File: src/rtl/interp_arbiter.sv
// Round-robin front end that shares one multi-cycle interpolation engine among N_REQ requesters.
// Optional engine watchdog is compiled in with `define INTERP_ARB_TIMEOUT_EN.
module interp_arbiter #(
    parameter int DATA_WIDTH     = 16,
    parameter int FRAC_BITS      = 3,
    parameter int N_REQ          = 4,
    parameter int TIMEOUT_CYCLES = 64
) (
    input  logic                        clk,
    input  logic                        reset_n,
    input  logic [N_REQ-1:0]            req_valid,
    input  logic [N_REQ*DATA_WIDTH-1:0] req_base,
    input  logic [N_REQ*DATA_WIDTH-1:0] req_target,
    input  logic [N_REQ*FRAC_BITS-1:0]  req_frac,
    output logic [N_REQ-1:0]            req_ready,
    output logic [N_REQ-1:0]            resp_valid,
    output logic [DATA_WIDTH-1:0]       resp_data,
    output logic                        resp_timeout,
    output logic                        eng_start,
    output logic [DATA_WIDTH-1:0]       eng_base,
    output logic [DATA_WIDTH-1:0]       eng_target,
    output logic [FRAC_BITS-1:0]        eng_frac,
    input  logic                        eng_done,
    input  logic [DATA_WIDTH-1:0]       eng_result,
    output logic                        busy
);

    localparam int IDX_W = (N_REQ > 1) ? $clog2(N_REQ) : 1;

    typedef enum logic [1:0] {
        S_IDLE,
        S_ISSUE,
        S_WAIT,
        S_RESP
    } state_t;

    state_t                  state;
    logic [IDX_W-1:0]        last_grant;
    logic [IDX_W-1:0]        grant_idx;
    logic [IDX_W-1:0]        cand;
    logic                    grant_found;
    logic [DATA_WIDTH-1:0]   sel_base;
    logic [DATA_WIDTH-1:0]   sel_target;
    logic [FRAC_BITS-1:0]    sel_frac;
    logic [N_REQ-1:0]        owner_onehot;

`ifdef INTERP_ARB_TIMEOUT_EN
    localparam int CNT_W = $clog2(TIMEOUT_CYCLES + 1);
    logic [CNT_W-1:0]        wait_cnt;
`endif

    // Search upward from the requester after the last winner, wrapping around.
    always_comb begin
        // NOTE: every signal gets a default before the loop so no path leaves it unassigned (no latch).
        grant_found = 1'b0;
        grant_idx   = '0;
        cand        = '0;
        sel_base    = '0;
        sel_target  = '0;
        sel_frac    = '0;
        for (int k = 1; k <= N_REQ; k++) begin
            cand = IDX_W'((int'(last_grant) + k) % N_REQ);
            if (!grant_found && req_valid[cand]) begin
                grant_found = 1'b1;
                grant_idx   = cand;
                sel_base    = req_base[cand*DATA_WIDTH +: DATA_WIDTH];
                sel_target  = req_target[cand*DATA_WIDTH +: DATA_WIDTH];
                sel_frac    = req_frac[cand*FRAC_BITS +: FRAC_BITS];
            end
        end
    end

    // Gated by reset_n so the accept strobe is also forced low while reset is held.
    assign req_ready    = (reset_n && state == S_IDLE && grant_found) ? (N_REQ'(1) << grant_idx) : '0;
    assign owner_onehot = N_REQ'(1) << last_grant;

    // NOTE: sequential state uses non-blocking assignments so all registers update together at the edge.
    always_ff @(posedge clk or negedge reset_n) begin
        if (!reset_n) begin
            state      <= S_IDLE;
            last_grant <= IDX_W'(N_REQ - 1);
            resp_valid <= '0;
            resp_data  <= '0;
            eng_start  <= 1'b0;
            eng_base   <= '0;
            eng_target <= '0;
            eng_frac   <= '0;
            busy       <= 1'b0;
`ifdef INTERP_ARB_TIMEOUT_EN
            resp_timeout <= 1'b0;
            wait_cnt     <= '0;
`endif
        end else begin
            case (state)
                S_IDLE: begin
                    if (grant_found) begin
                        eng_base   <= sel_base;
                        eng_target <= sel_target;
                        eng_frac   <= sel_frac;
                        last_grant <= grant_idx;
                        eng_start  <= 1'b1;
                        busy       <= 1'b1;
                        state      <= S_ISSUE;
                    end
                end
                S_ISSUE: begin
                    eng_start <= 1'b0;
                    state     <= S_WAIT;
`ifdef INTERP_ARB_TIMEOUT_EN
                    wait_cnt  <= '0;
`endif
                end
                S_WAIT: begin
                    if (eng_done) begin
                        resp_data  <= eng_result;
                        resp_valid <= owner_onehot;
                        state      <= S_RESP;
`ifdef INTERP_ARB_TIMEOUT_EN
                        resp_timeout <= 1'b0;
                    end else if (wait_cnt == CNT_W'(TIMEOUT_CYCLES)) begin
                        // Watchdog answer: hand the requester back its own base sample.
                        resp_data    <= eng_base;
                        resp_valid   <= owner_onehot;
                        resp_timeout <= 1'b1;
                        state        <= S_RESP;
                    end else begin
                        wait_cnt <= wait_cnt + 1'b1;
`endif
                    end
                end
                S_RESP: begin
                    resp_valid <= '0;
                    busy       <= 1'b0;
                    state      <= S_IDLE;
`ifdef INTERP_ARB_TIMEOUT_EN
                    resp_timeout <= 1'b0;
`endif
                end
                default: state <= S_IDLE;
            endcase
        end
    end

`ifndef INTERP_ARB_TIMEOUT_EN
    assign resp_timeout = 1'b0;
`endif

endmodule

File: config.mk
export PLATFORM = sky130hd
export DESIGN_NAME = interp_arbiter
export DESIGN_NICKNAME = d
export VERILOG_FILES = /design/src/rtl/interp_arbiter.sv
export SDC_FILE = /design/constraint.sdc
export NUM_CORES = 1
export LEC_CHECK = 0
export CAP_MARGIN = 20
export CELL_PAD_IN_SITES_DETAIL_PLACEMENT = 1
export CELL_PAD_IN_SITES_GLOBAL_PLACEMENT = 1
export CORE_AREA = 2 2 158 160
export DETAILED_ROUTE_END_ITERATION = 8
export DIE_AREA = 0 0 160 162
export GPL_ROUTABILITY_DRIVEN = 0
export PLACE_DENSITY = 0.77
export SETUP_SLACK_MARGIN = 0.1
export SYNTH_ARGS = -nofsm -noshare
export SYNTH_HDL_FRONTEND = slang
export SYNTH_SLANG_ARGS = --single-unit
File: constraint.sdc
create_clock -name clk -period 3.3 [get_ports clk]
set_clock_uncertainty 0.2 [all_clocks]
set_input_delay 0.825 -clock clk [delete_from_list [all_inputs] [get_ports clk]]
set_output_delay 0.825 -clock clk [all_outputs]
set_load 0.005 [all_outputs]
==> results of run 1 <==
## stage by stage
step,std cells,worst slack [ps],area (um^2),setup TNS [ps]
2_1_floorplan,690,46.2,7180,0
3_3_place_gp,1209,-818,9850,-12370
3_5_place_dp,1209,-860,9850,-14170
4_1_cts,1228,-300,10200,-1000
5_1_grt,1229,-281,10200,-1060
6_report,1230,-238,10200,-795
## synth_stat cells, drive strengths merged, types with 3 or more instances
cell / number / share of area, %
clkbuf: 27 / 1.4
a22o: 4 / 0.49
nor2b: 4 / 0.35
o21ai: 109 / 7.6
mux2: 88 / 14
nand2: 46 / 2.4
mux2i: 69 / 9.7
mux4: 75 / 24
ha: 9 / 1.6
nor2: 78 / 4.1
a21oi: 3 / 0.21
a22oi: 34 / 5.7
buf: 42 / 3.5
inv: 11 / 0.58
dfrtp: 59 / 21
## final timing paths
path / startpoint / endpoint / slack (ps) / depth (start not counted)
worst max-delay path: req_valid[3] / req_ready[3] / -240 / 7
worst min-delay path: resp_data[9] / resp_data[9] / 310 / 1
worst max register to register: last_grant[1] / eng_base[8] / 260 / 10
worst min register to register: resp_data[9] / resp_data[9] / 310 / 1
max in group asynchronous: reset_n / eng_target[2] / 1800 / 2
min in group asynchronous: reset_n / resp_data[14] / 510 / 2
## registers in the layout, summed over array words and instances (netlist names)
signal and cells:
state 2, busy 1, resp_data 16, last_grant 2, eng_start 1, eng_frac 3, resp_valid 4, eng_base 16
eng_target 16
## kinds of logic after synthesis
logic type      after synthesis
flops                        61
xor+xnor                      1
mux                         232
fa+ha+maj                     9
compound gates              164
buf+inv                      80
simple gates                142
other cells                   1
## final cells by class
| type | instances | area [um^2] | area share (%) |
|---|---|---|---|
| antenna | 1 | 2.50 | 0.0245 |
| clock buffer | 9 | 225 | 2.20 |
| clock inverter | 7 | 78.8 | 0.771 |
| inverter | 11 | 43.8 | 0.428 |
| multi-input combinational | 549 | 5300 | 51.8 |
| sequential | 61 | 1540 | 15.0 |
| tap | 324 | 405 | 3.96 |
| timing repair buffer | 268 | 2640 | 25.8 |
## layer usage
layer	part of all wire [%]	up-vias
met2	52	194
met3	5.3	23
li1	-	3062
met1	42	3404
met4	1.1	2
met5	0.065	-
## report_power, final
| part | total [mW] | internal [mW] | switching (mW) |
|---|---|---|---|
| clock network | 0.995 | 0.594 | 0.400 |
| registers | 1.43 | 1.15 | 0.275 |
| logic | 7.89 | 3.99 | 3.91 |
## repair_timing
action | in CTS | in global routing
endpoints found under the hold margin | 0 | 0
endpoints found under the setup margin | 39 | 15
setup buffers | 3 | 1
gates resized for setup | 35 | 8
pin swaps | 7 | 6
==> flow_summary.toml, run 1 <==
[place]
portBuffers = 223
dp_hpwl_um = 17800

[timing]
rsz0062_at_grt = "yes"
relSlewSlack_pct = 27.2
final-hold-violation-count = 0
clock.fmax_ghz = 0.283
tightest_slew_ps = 1090
fin_crit_ps = 3540
fin_ws_ps = -238
setup_violations = 4
hold-worst-slack_ps = 307
post-route-period-util_pct = 107
maxSlewViolCount = 0

[worst_setup_path]
path_cells = "clkdlybuf4s15_1 > mux2_4 > a221o_1 > o221a_1 > or3_4 > nor2_2 > buf_2"
cp.arrival_ps = 2510
cp_top_family = "compound AO/OA/AOI/OAI gates"
slowest_delay_ps = 360
crit_slowest_cell = "or3_4"
critPathCaptureType = "output pin"
cp_num_buf_inv = 2
required_ps = 2270
worstSetupPathType = "in2out"
critPathLaunchType = "input port"
crit_fanout = 3

[cts]
clk_path_buf_depth = 2
cts.sinks = 61
htreeDepth = 3
cts-root-buf = "clkbuf_16"
clk-insertion-delay-late_ps = 340
clk_pin_slew_worst_paths_ps = 60
cts_tree = "yes"
cts_buffers = 9
hold_buffers = 0

[synthesis]
synth_edf_count = 0
syn_nets = 862
synth.distinct_cells = 46
syn_inst = 690
synthSimpleGateAreaFrac_pct = 8.40
synth_compound_area_share_pct = 15.7
synthMuxAreaShare_pct = 47.2
yosys_warnings = 0
synth_fa_ha_area_share_pct = 1.58
syn_avg_cell_area_um2 = 10.3
yosysSeqAreaShare_pct = 21.4
synth_xor_xnor_area_share_pct = 0.123
synth_async_sr_flop_share_pct = 100
ys_ff_latch = 61
synth_area_mm2 = 0.00714
synth_top_family_by_area = "multiplexers"
synthFlopType = "dfrtp_1"

[power_and_ir_drop]
irDropWorstVdd_mv = 0.823
p_per_area_mw_per_mm2 = 1010
leakagePower_nw = 3.93
p_total_mw = 10.3

[cells_and_area]
final_common_cell = "clkdlybuf4s50_1"
area_delta_synth_final_pct = 43.3
final_util_pct = 42.4
nets = 1072
final_cell_mix = "clkdlybuf4s50_1 (214), mux2_2 (86), o21ai_0 (77)"
drive_gt1_share_pct = 31.3
n_fill_cell = 2707

[outcome]
status = "complete, but fails checks"
failed_checks = "negative setup slack"

[route]
drc = 0
wire_per_inst_um = 20.1
dr.first_iter.drc_count = 285
wl_um = 24800
postRouteAntennaNets = 0
firstDrtPassIters = 4
routed_via_density = 5.43
dr_total_vias = 6685

[job]
maxCapViolCount = 0

[floorplanning]
fp.dieH_um = 162
placementRows = 57
coreArea_mm2 = 0.0241
fp.dieW_um = 160
start_util_pct = 29.6
io_pins = 225
dieArea_mm2 = 0.0259

[global_route]
use_met2_pct = 35.2
grt_antenna_before_repair = 2
busiest_layer = "met2"
grt_pass1_wl_um = 39700
globalRouteMet3Util_pct = 3.63
grt_pass1_vias = 7153
grtUsageTotal_pct = 19.0
grt_overflow = 0
grt_max_degree = 75
grt_use_met1_pct = 22.9

[hold_path]
hold_class = "reg2reg"
No activity file was read; power rests on OpenSTA's default activity.
==> inputs of run 2 (changes only) <==
CORE_AREA = 2 2 151 153   (was 2 2 158 160)
DIE_AREA = 0 0 153 155   (was 0 0 160 162)
PLACE_DENSITY = 0.82   (was 0.77)
==> run 2 against run 1 <==
The flow still finishes with violations (negative setup slack). Final cell count decreased by 3.5%. Sequential power hardly changed. Critical path depth decreased by 1. Register-to-register slack about the same. Non-clock buffer count down 3. Clock power shrank 11%. Worst hold slack is essentially flat. Via count decreased by 0.76%. Critical endpoint unchanged.
==> flow_summary.toml, run 2 (synthesized netlist as in run 1, its figures left out) <==
[route]
dr.first_iter.drc_count = 255
dr_total_vias = 6634
routed_via_density = 5.59
drc = 0
postRouteAntennaNets = 0
wl_um = 24500
firstDrtPassIters = 4
wire_per_inst_um = 20.6

[hold_path]
hold_class = "reg2reg"

[timing]
fin_ws_ps = -189
fin_crit_ps = 3490
post-route-period-util_pct = 106
relSlewSlack_pct = 30.7
rsz0062_at_grt = "yes"
maxSlewViolCount = 0
final-hold-violation-count = 0
tightest_slew_ps = 1040
setup_violations = 4
hold-worst-slack_ps = 308
clock.fmax_ghz = 0.287
setup_tns_ps = -670

[cells_and_area]
drive_gt1_share_pct = 30.6
largestRegisters = "eng_base x16, eng_target x16, resp_data x16"
diodes = 0
multi_input_area_mm2 = 0.00531
n_fill_cell = 2440
final_common_cell = "clkdlybuf4s50_1"
area_delta_synth_final_pct = 42.2
final_cell_area_mm2 = 0.0101
final_cell_mix = "clkdlybuf4s50_1 (214), mux2_2 (87), o21ai_0 (77)"
layout.cells.non_filler = 1187
regArea_mm2 = 0.00154
final_util_pct = 45.7
nets = 1069

[place]
dp_cells = 1166
dp_hpwl_um = 17300
dpl_cell_area_mm2 = 0.00976
portBuffers = 223

[worst_setup_path]
timing.critical_path.from = "last_grant[0]"
ff2ff_path_depth = 10
worstSetupPathType = "reg2out"
crit_end = "req_ready[3]"
path_cells = "mux2_4 > a221o_1 > o221a_1 > or3_4 > nor2_2 > buf_2"
crit_fanout = 5
slowest_delay_ps = 660
critPathLaunchType = "register"
crit_slowest_cell = "dfstp_4"
critPathCaptureType = "output pin"
r2r_end = "eng_base[1]"
r2r-start = "last_grant[0]"
cp.arrival_ps = 2460
required_ps = 2270
regToRegSetupSlack_ps = 260

[outcome]
failed_checks = "negative setup slack"
status = "complete, but fails checks"

[global_route]
grtUsageTotal_pct = 20.7
grt_pass1_vias = 7115
grt_overflow = 0
grt_antenna_before_repair = 0
grt_pass1_wl_um = 39400
grt_max_degree = 75

[job]
maxCapViolCount = 0

[floorplanning]
start_util_pct = 32.1
io_pins = 225
dieArea_mm2 = 0.0237
fp.dieH_um = 155
coreArea_mm2 = 0.0222
placementRows = 55
fp.dieW_um = 153

[cts]
cts_tree = "yes"
clk-insertion-delay-late_ps = 330
clk_pin_slew_worst_paths_ps = 60
clk_path_buf_depth = 2
cts-root-buf = "clkbuf_16"
htreeDepth = 3
cts_buffers = 9
cts.sinks = 61

[power_and_ir_drop]
irDropWorstVdd_mv = 0.644
leakagePower_nw = 3.90
p_per_area_mw_per_mm2 = 1000
run 2: cell count changes in the layout (fill, tap and decap cells not counted), moves of 2 or more:
cell             before  now
inv_6                 3    1
clkdlybuf4s15_1       1    3
buf_4                35   27
clkinvlp_4            0    2
clkdlybuf4s15_2       2    0
buf_2                 3    6
run 2: worst max-delay path, delay by kind of cell, from the launching register on:
kind	cells	cell delay [ps]
DFF	1	660
muxes	1	300
AOI/OAI and AO/OA	2	620
buffers and inverters	1	120
and+or+nand+nor	2	440
run 2: worst min path at each step:
stage             startpoint             to  cells after the start
2_1_floorplan   resp_data[0]   resp_data[0]                      1
3_3_place_gp   resp_data[12]  resp_data[12]                      1
5_1_grt         resp_data[3]   resp_data[3]                      1
3_5_place_dp    resp_data[8]   resp_data[8]                      1
4_1_cts         resp_data[8]   resp_data[8]                      1
6_report        resp_data[8]   resp_data[8]                      1
run 2: where the power goes:
part,internal [mW],switching (mW),total [mW]
sequential,1.15,0.266,1.42
clock,0.510,0.380,0.890
combinational,3.95,3.92,7.88
total,5.61,4.57,10.2
run 2: layout make-up:
type	instances	share of cell area [%]
Timing Repair Buffer	265	25.9
Multi-Input combinational cell	549	52.3
Sequential cell	61	15.1
Clock inverter	7	0.505
Tap cell	285	3.51
Inverter	11	0.432
Clock buffer	9	2.22
run 2: per-layer routing:
metal,up-vias,GRT usage [%],wire length (um)
li1,3046,-,-
met4,0,4.81,278
met5,-,0,0
met2,199,38.2,12900
met3,24,3.90,1220
met1,3365,25.1,10100
run 2: stage by stage:
step	total power, mW	setup WS [ps]
floorplan	6.62	46.2
global placement	8.93	-776
detailed placement	9.18	-829
CTS	10.2	-280
global route	11.0	-282
finish	10.2	-189
run 2: what timing repair did:
item	in CTS	in global routing
endpoints found under the setup margin	15	22
cloned	1	0
gates resized for setup	34	13
pin swaps	6	6
buffers inserted	1	3
endpoints found under the hold margin	0	0
hold buffers	0	0
